### config.mk
export PLATFORM = sky130hd
export DESIGN_NAME = ped_crossing_controller
export DESIGN_NICKNAME = d
export VERILOG_FILES = /design/src/rtl/ped_crossing_controller.sv
export SDC_FILE = /design/constraint.sdc
export NUM_CORES = 1
export LEC_CHECK = 0
export BUFFER_PORTS_ARGS = -buffer_cell sky130_fd_sc_hd__buf_2
export CAP_MARGIN = 25
export CORE_MARGIN = 2
export CORE_UTILIZATION = 35
export DETAILED_ROUTE_END_ITERATION = 7
export PLACE_DENSITY_LB_ADDON = 0.08
export SYNTH_ARGS = -nofsm -noshare
export SYNTH_HDL_FRONTEND = slang
export SYNTH_SLANG_ARGS = --single-unit
### constraint.sdc
create_clock -name clk -period 1.9 [get_ports clk]
set_input_delay 0.095 -clock clk [delete_from_list [all_inputs] [get_ports clk]]
set_output_delay 0.095 -clock clk [all_outputs]
set_load 0.01 [all_outputs]
### src/rtl/ped_crossing_controller.sv
// Purpose : pedestrian crosswalk controller; debounces the pushbutton, raises a
//           held crossing request, and runs the walk / flashing don't-walk sequence
//           once the traffic light shows red.
// Ports   : clk, reset (sync, active-high), button_raw (raw pushbutton),
//           lights {red,yellow,green}; outputs request (level), walk, dont_walk,
//           count (cycles left in WALK/FLASH), done (end-of-crossing pulse),
//           error (pulse when lights leave red during WALK/FLASH).
// Timing  : all outputs are registered; press to request takes DEBOUNCE_CYCLES
//           edges, red to walk takes one edge.
module ped_crossing_controller #(
   parameter int DEBOUNCE_CYCLES = 4,
   parameter int WALK_CYCLES     = 8,
   parameter int FLASH_CYCLES    = 6,
   parameter int FLASH_PERIOD    = 2
) (
   input  logic       clk,
   input  logic       reset,
   input  logic       button_raw,
   input  logic [2:0] lights,
   output logic       request,
   output logic       walk,
   output logic       dont_walk,
   output logic [3:0] count,
   output logic       done,
   output logic       error
);

   typedef enum logic [1:0] {
      S_IDLE,
      S_REQUEST,
      S_WALK,
      S_FLASH
   } state_t;

   localparam logic [3:0] DEB_MAX    = 4'(DEBOUNCE_CYCLES);
   localparam logic [3:0] WALK_LOAD  = 4'(WALK_CYCLES - 1);
   localparam logic [3:0] FLASH_LOAD = 4'(FLASH_CYCLES - 1);
   localparam logic [2:0] PER_LAST   = 3'(FLASH_PERIOD - 1);
   localparam logic [2:0] RED        = 3'b100;

   state_t     state_q, state_d;
   logic [3:0] deb_cnt_q, deb_cnt_d;
   logic       armed_q, armed_d;
   logic       pending_q, pending_d;
   logic [2:0] timer_q, timer_d;
   logic       request_q, request_d;
   logic       walk_q, walk_d;
   logic       dw_q, dw_d;
   logic [3:0] count_q, count_d;
   logic       done_q, done_d;
   logic       error_q, error_d;

   logic press_ev;
   logic red;
   logic pend_eff;

   assign red = (lights == RED);

   // Debouncer: counter saturates while held; 'armed' guarantees one event per
   // press and is only re-armed by a low sample.
   always_comb begin
      deb_cnt_d = deb_cnt_q;
      armed_d   = armed_q;
      press_ev  = 1'b0;
      if (!button_raw) begin
         deb_cnt_d = 4'd0;
         armed_d   = 1'b1;
      end else if (deb_cnt_q != DEB_MAX) begin
         deb_cnt_d = deb_cnt_q + 4'd1;
         if ((deb_cnt_d == DEB_MAX) && armed_q) begin
            press_ev = 1'b1;
            armed_d  = 1'b0;
         end
      end
   end

   // A press landing on the same edge as a phase end or a fault still counts
   // as a queued request.
   assign pend_eff = pending_q | press_ev;

   always_comb begin
      state_d   = state_q;
      pending_d = pending_q;
      timer_d   = timer_q;
      request_d = request_q;
      walk_d    = walk_q;
      dw_d      = dw_q;
      count_d   = count_q;
      done_d    = 1'b0;
      error_d   = 1'b0;

      unique case (state_q)
         S_IDLE: begin
            if (press_ev) begin
               state_d   = S_REQUEST;
               request_d = 1'b1;
            end
         end

         S_REQUEST: begin
            if (red) begin
               state_d   = S_WALK;
               request_d = 1'b0;
               walk_d    = 1'b1;
               dw_d      = 1'b0;
               count_d   = WALK_LOAD;
            end
         end

         S_WALK, S_FLASH: begin
            pending_d = pend_eff;
            if (!red) begin
               // Fault has priority over count expiry on the same edge.
               walk_d  = 1'b0;
               dw_d    = 1'b1;
               count_d = 4'd0;
               error_d = 1'b1;
               if (pend_eff) begin
                  state_d   = S_REQUEST;
                  request_d = 1'b1;
                  pending_d = 1'b0;
               end else begin
                  state_d = S_IDLE;
               end
            end else if (state_q == S_WALK) begin
               if (count_q == 4'd0) begin
                  state_d = S_FLASH;
                  walk_d  = 1'b0;
                  dw_d    = 1'b1;
                  count_d = FLASH_LOAD;
                  timer_d = 3'd0;
               end else begin
                  count_d = count_q - 4'd1;
               end
            end else begin
               if (count_q == 4'd0) begin
                  done_d = 1'b1;
                  dw_d   = 1'b1;
                  if (pend_eff) begin
                     state_d   = S_REQUEST;
                     request_d = 1'b1;
                     pending_d = 1'b0;
                  end else begin
                     state_d = S_IDLE;
                  end
               end else begin
                  count_d = count_q - 4'd1;
                  // Toggle every FLASH_PERIOD edges, counted from FLASH entry.
                  if (timer_q == PER_LAST) begin
                     timer_d = 3'd0;
                     dw_d    = ~dw_q;
                  end else begin
                     timer_d = timer_q + 3'd1;
                  end
               end
            end
         end

         default: begin
            state_d = S_IDLE;
         end
      endcase
   end

   always_ff @(posedge clk) begin
      if (reset) begin
         state_q   <= S_IDLE;
         deb_cnt_q <= 4'd0;
         armed_q   <= 1'b1;
         pending_q <= 1'b0;
         timer_q   <= 3'd0;
         request_q <= 1'b0;
         walk_q    <= 1'b0;
         dw_q      <= 1'b1;
         count_q   <= 4'd0;
         done_q    <= 1'b0;
         error_q   <= 1'b0;
      end else begin
         state_q   <= state_d;
         deb_cnt_q <= deb_cnt_d;
         armed_q   <= armed_d;
         pending_q <= pending_d;
         timer_q   <= timer_d;
         request_q <= request_d;
         walk_q    <= walk_d;
         dw_q      <= dw_d;
         count_q   <= count_d;
         done_q    <= done_d;
         error_q   <= error_d;
      end
   end

   assign request   = request_q;
   assign walk      = walk_q;
   assign dont_walk = dw_q;
   assign count     = count_q;
   assign done      = done_q;
   assign error     = error_q;

endmodule

---- Yosys cells after proc, flatten, opt, wreduce, memory -nomap -nowiden ----
Cells that the tools add are included.
cells by class
  add/sub/neg operators ................... 3
  equality and inequality tests ........... 17
  mux-type cells .......................... 44
  bitwise logic cells ..................... 5
  reduce and logical (&&, ||, !) cells .... 15
operators with widths
  cell                 number
  $mux 1               24
  $mux 4               5
  $reduce_and 4->1     4
  $mux 2               6
  $mux 3               4
  $ne 4x4->1 const B   3
  $ne 3x3->1 const B   3
  $pmux 4 s2           1
  $ne 2x2->1 const B   3
  $pmux 2 s3           1
  $reduce_and 3->1     2
  $reduce_or 2->1      3
  $add 4x1->4 const B  1
  $eq 2x2->1 const B   2
  $eq 4x3->1 const B   1
  $logic_not 4->1      1
  $ne 4x3->1 const B   1
  $not 1->1            4
  $pmux 1 s2           2
  $reduce_or 4->1      1
  $sub 4x1->4 const B  1
  $add 3x1->3 const B  1
  $eq 3x1->1 const B   1
  $eq 3x3->1 const B   1
  other kinds (8)      8
word-level totals
  bits in registers ....................... 20
  input port bits ......................... 6
  output and inout bits ................... 9
  word-level logic and storage cells ...... 95

---- Logic depth before layout (Yosys ltp) ----
  word-level depth ........................ 12
  depth in mapped cells ................... 7
  depth with buffers taken out ............ 7

---- Least setup slack after synthesis ----
OpenSTA, ideal clock, no wires.
  kind .................................... flip-flop to flip-flop
  from .................................... register count_q[0] (netlist: count[0])
  to ...................................... register request_q (netlist: request)
  setup time .............................. 115 ps
  arrival time ............................ 1,532 ps
  data required time ...................... 1,785 ps
  path slack .............................. 254 ps
  cell stages (with the launch flop) ...... 8
  path buffers ............................ 0
  clock period less this slack ............ 1,646 ps
  cells stage by stage .................... dfxtp_1 -> inv_1 -> ha_1 -> nor3b_2 -> a21oi_2 -> nor3b_1 -> a211oi_1 -> o21a_1
between the ends
  word-level cells in the longest chain between the ends .. 3
RTL lines
  item                        line  source
  from (decl)                 49    logic [3:0] count_q, count_d;
  from (signal assigned)      187   count_q <= count_d;
  $logic_not 4->1             136   if (count_q == 4'd0) begin
  $ne 3x3->1 (no line)        -
  $reduce_and 4->1 (no line)  -
  to (signal assigned)        184   request_q <= request_d;
  to (decl)                   46    logic request_q, request_d;
No other way between the ends.
A chain may end at the register's enable or synchronous reset.

---- Worst setup path after layout ----
Ends and elaborated chain as after synthesis.

==> Flow_metrics.wiki <==
{| class="wikitable"
! Metric !! Value
|-
| Run status || complete, no violations
|-
| Fraction of final layout cells sized beyond drive strength 1 || 19.21%
|-
| Placeable Area || approximately 0.003 sq mm
|-
| Starting density of the core || 36.57%
|-
| Delay of the slowest critical-path stage || 0.40 ns
|-
| Share of flip-flops with an asynchronous set or reset after synthesis || 0%
|-
| Share of Yosys cell area claimed by the top area cell type || 36.16%
|-
| Setup bufs post-CTS || 0
|-
| Leakage component of the power || 0.4911 nW
|-
| Worst-path fanout max || 10
|-
| Max capacitance violation total || 0
|-
| Vias in the first global route || a little over 800
|-
| Most area-consuming cells after synthesis || sky130_fd_sc_hd__dfxtp_1 36%, sky130_fd_sc_hd__nor2_1 6.1%, sky130_fd_sc_hd__ha_1 4.5%
|-
| Detail Route Antenna Nets || 0
|-
| Area growth, synth to finish || 14.46%
|-
| Cells after Synth || 135
|-
| Most common cell after layout, fill and taps aside || sky130_fd_sc_hd__dfxtp_1
|-
| Max-slew violation total from the final report || 0
|-
| Routed wire length per instance || 12.07 um
|-
| Synth Cell Area || roughly 0.0011 sq mm
|-
| Count of unresolved DRC violations after routing || 0
|-
| Worst Skew || 0.008565 ns
|-
| Type of the tightest min-delay check || input pin to register
|-
| Yosys warnings || 0
|-
| Height of the die || between 60 and 70 um
|-
| Number of placement rows || 20
|-
| Clock-pin slew of the registers on the worst-case setup and hold paths || 0.11 ns
|-
| Fin Hold WS || 0.1609 ns
|-
| Total routing usage reported by global routing || between 10% and 20%
|-
| Flip-flop and latch count after synthesis || 20
|-
| Mapped Avg Cell Area || 8.202 sq um
|-
| Least-Margin Pin Slew || 0.3396 ns
|-
| Total area of multi-input combinational cells || 659.4 sq um
|-
| Number of antenna repair diodes || 0
|-
| Required time reported for the critical path endpoint || 2.16 ns
|-
| Total vias in the final route || 1000
|-
| Post-layout total power || 0.6614 mW
|-
| Count of boundary I/O pins || 15
|-
| Category of cells accounting for the largest share of critical-path delay || compound AO/OA/AOI/OAI gates
|-
| Routability congestion estimate || about 0.73
|-
| Clk_lat worst skew || 0.30 ns
|-
| Number of clock sinks seen by CTS || 20
|-
| Arrival time worst endpoint || roughly 2 ns
|-
| Detailed-route wire length || 2.354 mm
|-
| Final worst path period share || roughly nine tenths
|-
| Count of input and output buffers || 14
|-
| Mean number of vias per cell || approximately 5.1
|-
| GR Overflow Total || 0
|-
| Syn_nets || about 150
|-
| Cell area after layout || 0.001267 sq mm
|-
| Critical path endpoint category || register
|-
| Die width || about 60 um
|-
| Sequential Area || 400.4 sq um
|-
| Cell Count Post-Placement || 192
|-
| CTS H-tree lvls || 1
|-
| Number of clock buffers inserted by TritonCTS || 3
|-
| Final std cells w/o fill || 195
|-
| Maximum operating frequency || 0.5779 GHz
|-
| Area post-placement || 0.001245 sq mm
|-
| DRC violation total after the first TritonRoute iteration || 47
|-
| Clock Root Buffer || sky130_fd_sc_hd__clkbuf_4
|-
| Startpoint Class || register
|-
| Maximum number of pins on one net before global-route repair || 18
|-
| Number of distinct library cells after synthesis || 41
|-
| Max rail drop VDD || 0.2695 mV
|-
| Slew HR || 76.71%
|-
| CTS tree || built
|-
| Fraction of the yosys area taken by sequential cells || 36.16%
|-
| Hold bufs inserted after CTS || 0
|-
| Number of failing hold endpoints at the final stage || 0
|-
| Global-route wire length before repair || around 3.7 mm
|-
| Yosys top cell by area || sky130_fd_sc_hd__dfxtp_1
|-
| Half-perimeter wire length after placement || 1.764 mm
|-
| Fillcell total || 335
|-
| Critical-path cell list || inv_1 > ha_1 > nor3b_2 > buf_4 > a21oi_2 > nor3b_1 > a211oi_1 > o21a_1
|-
| Slack of the worst reg-to-reg path || 0.17 ns
|-
| Final setup fails || 0
|-
| Total negative setup slack || 0 ns
|-
| Antenna violations before repair || 0
|-
| Worst-case clock buffer depth || 2
|-
| Number of synthesized flops with an enable pin || 0
|-
| Count of nets after finishing || ~160
|-
| PostCTS Resize Cnt || 0
|-
| Buffers & Inverters on Critical Path || 2
|-
| Most common flop cell mapped by yosys || sky130_fd_sc_hd__dfxtp_1
|-
| Top library cells by usage in the layout, fill and taps aside || 20 x sky130_fd_sc_hd__dfxtp_1, 18 x sky130_fd_sc_hd__nor2_1, 14 x sky130_fd_sc_hd__buf_2
|-
| Post-layout minimum cycle time || 1.730 ns
|-
| RSZ-0062 raised after global routing || false
|-
| Library cell contributing the largest single delay on the critical path || sky130_fd_sc_hd__dfxtp_1
|-
| Power density over the cells || 521.8 mW/mm^2
|-
| Detailed-router iteration count before antenna repair || 4
|-
| Area enclosed by the die boundary || 0.003629 sq mm
|-
| Classification of the worst setup path || register to register
|}
-- registers in the layout (all words and copies together), names as in the netlist --
name and flops:
count 4, walk 1, request 1, timer_q 3, done 1, deb_cnt_q 4
error 1, dont_walk 1, state_q 2, armed_q 1, pending_q 1
-- stage by stage --
step / worst slack [ns] / utilization [%]
floorplan: 0.2536 / -
global placement: 0.1846 / 41.12
detailed placement: 0.1765 / 41.12
CTS: 0.1535 / 41.86
global route: 0.005351 / 41.86
finish: 0.1697 / 41.86
-- layout make-up --
class                           count  share of cell area, %
Clock buffer                        3                  1.777
Inverter                            6                  1.777
Multi-Input combinational cell    103                  52.02
Sequential cell                    20                  31.59
Tap cell                           44                  4.344
Timing Repair Buffer               19                  8.490
-- worst paths after layout --
check / cells after the start / startpoint / to
max: 8 / count[0] / request
min: 3 / button_raw / deb_cnt_q[1]
max reg2reg: 8 / count[0] / request
min reg2reg: 1 / armed_q / armed_q
-- synthesized netlist by cell type (3+ instances only) --
cell type                   n
sky130_fd_sc_hd__dfxtp_1   20
sky130_fd_sc_hd__nor2_1    18
sky130_fd_sc_hd__a21oi_1    9
sky130_fd_sc_hd__nand2_1    9
sky130_fd_sc_hd__nor3_1     7
sky130_fd_sc_hd__o21ai_1    7
sky130_fd_sc_hd__inv_1      5
sky130_fd_sc_hd__clkbuf_1   4
sky130_fd_sc_hd__ha_1       4
sky130_fd_sc_hd__a21o_1     3
sky130_fd_sc_hd__mux2i_1    3
sky130_fd_sc_hd__nand2b_1   3
sky130_fd_sc_hd__nand3_1    3
-- worst min-delay path: stages --
cell                       delay [ns]
sky130_fd_sc_hd__buf_2           0.08
sky130_fd_sc_hd__nand2b_1        0.13
sky130_fd_sc_hd__nor2_1          0.12
-- power breakdown --
| group | internal (mW) | switching [mW] |
|---|---|---|
| registers | 0.421 | 0.00292 |
| logic | 0.0140 | 0.0207 |
| clock network | 0.0740 | 0.129 |
-- kinds of logic after synthesis --
group	Yosys count	synth area share (%)
fa+ha+maj	4	4.520
xor+xnor	4	3.164
flops	20	36.16
compound gates	32	18.87
mux	3	2.712
simple gates	60	30.28
buf+inv	12	4.293
-- routing by layer --
metal / global-route usage [%] / wire length [um]
met5: 0 / 0
met4: 4.762 / 25
met3: 2.597 / 111
met2: 22.36 / 1116
met1: 18.82 / 1102
Power figures use the tool's default switching activity.
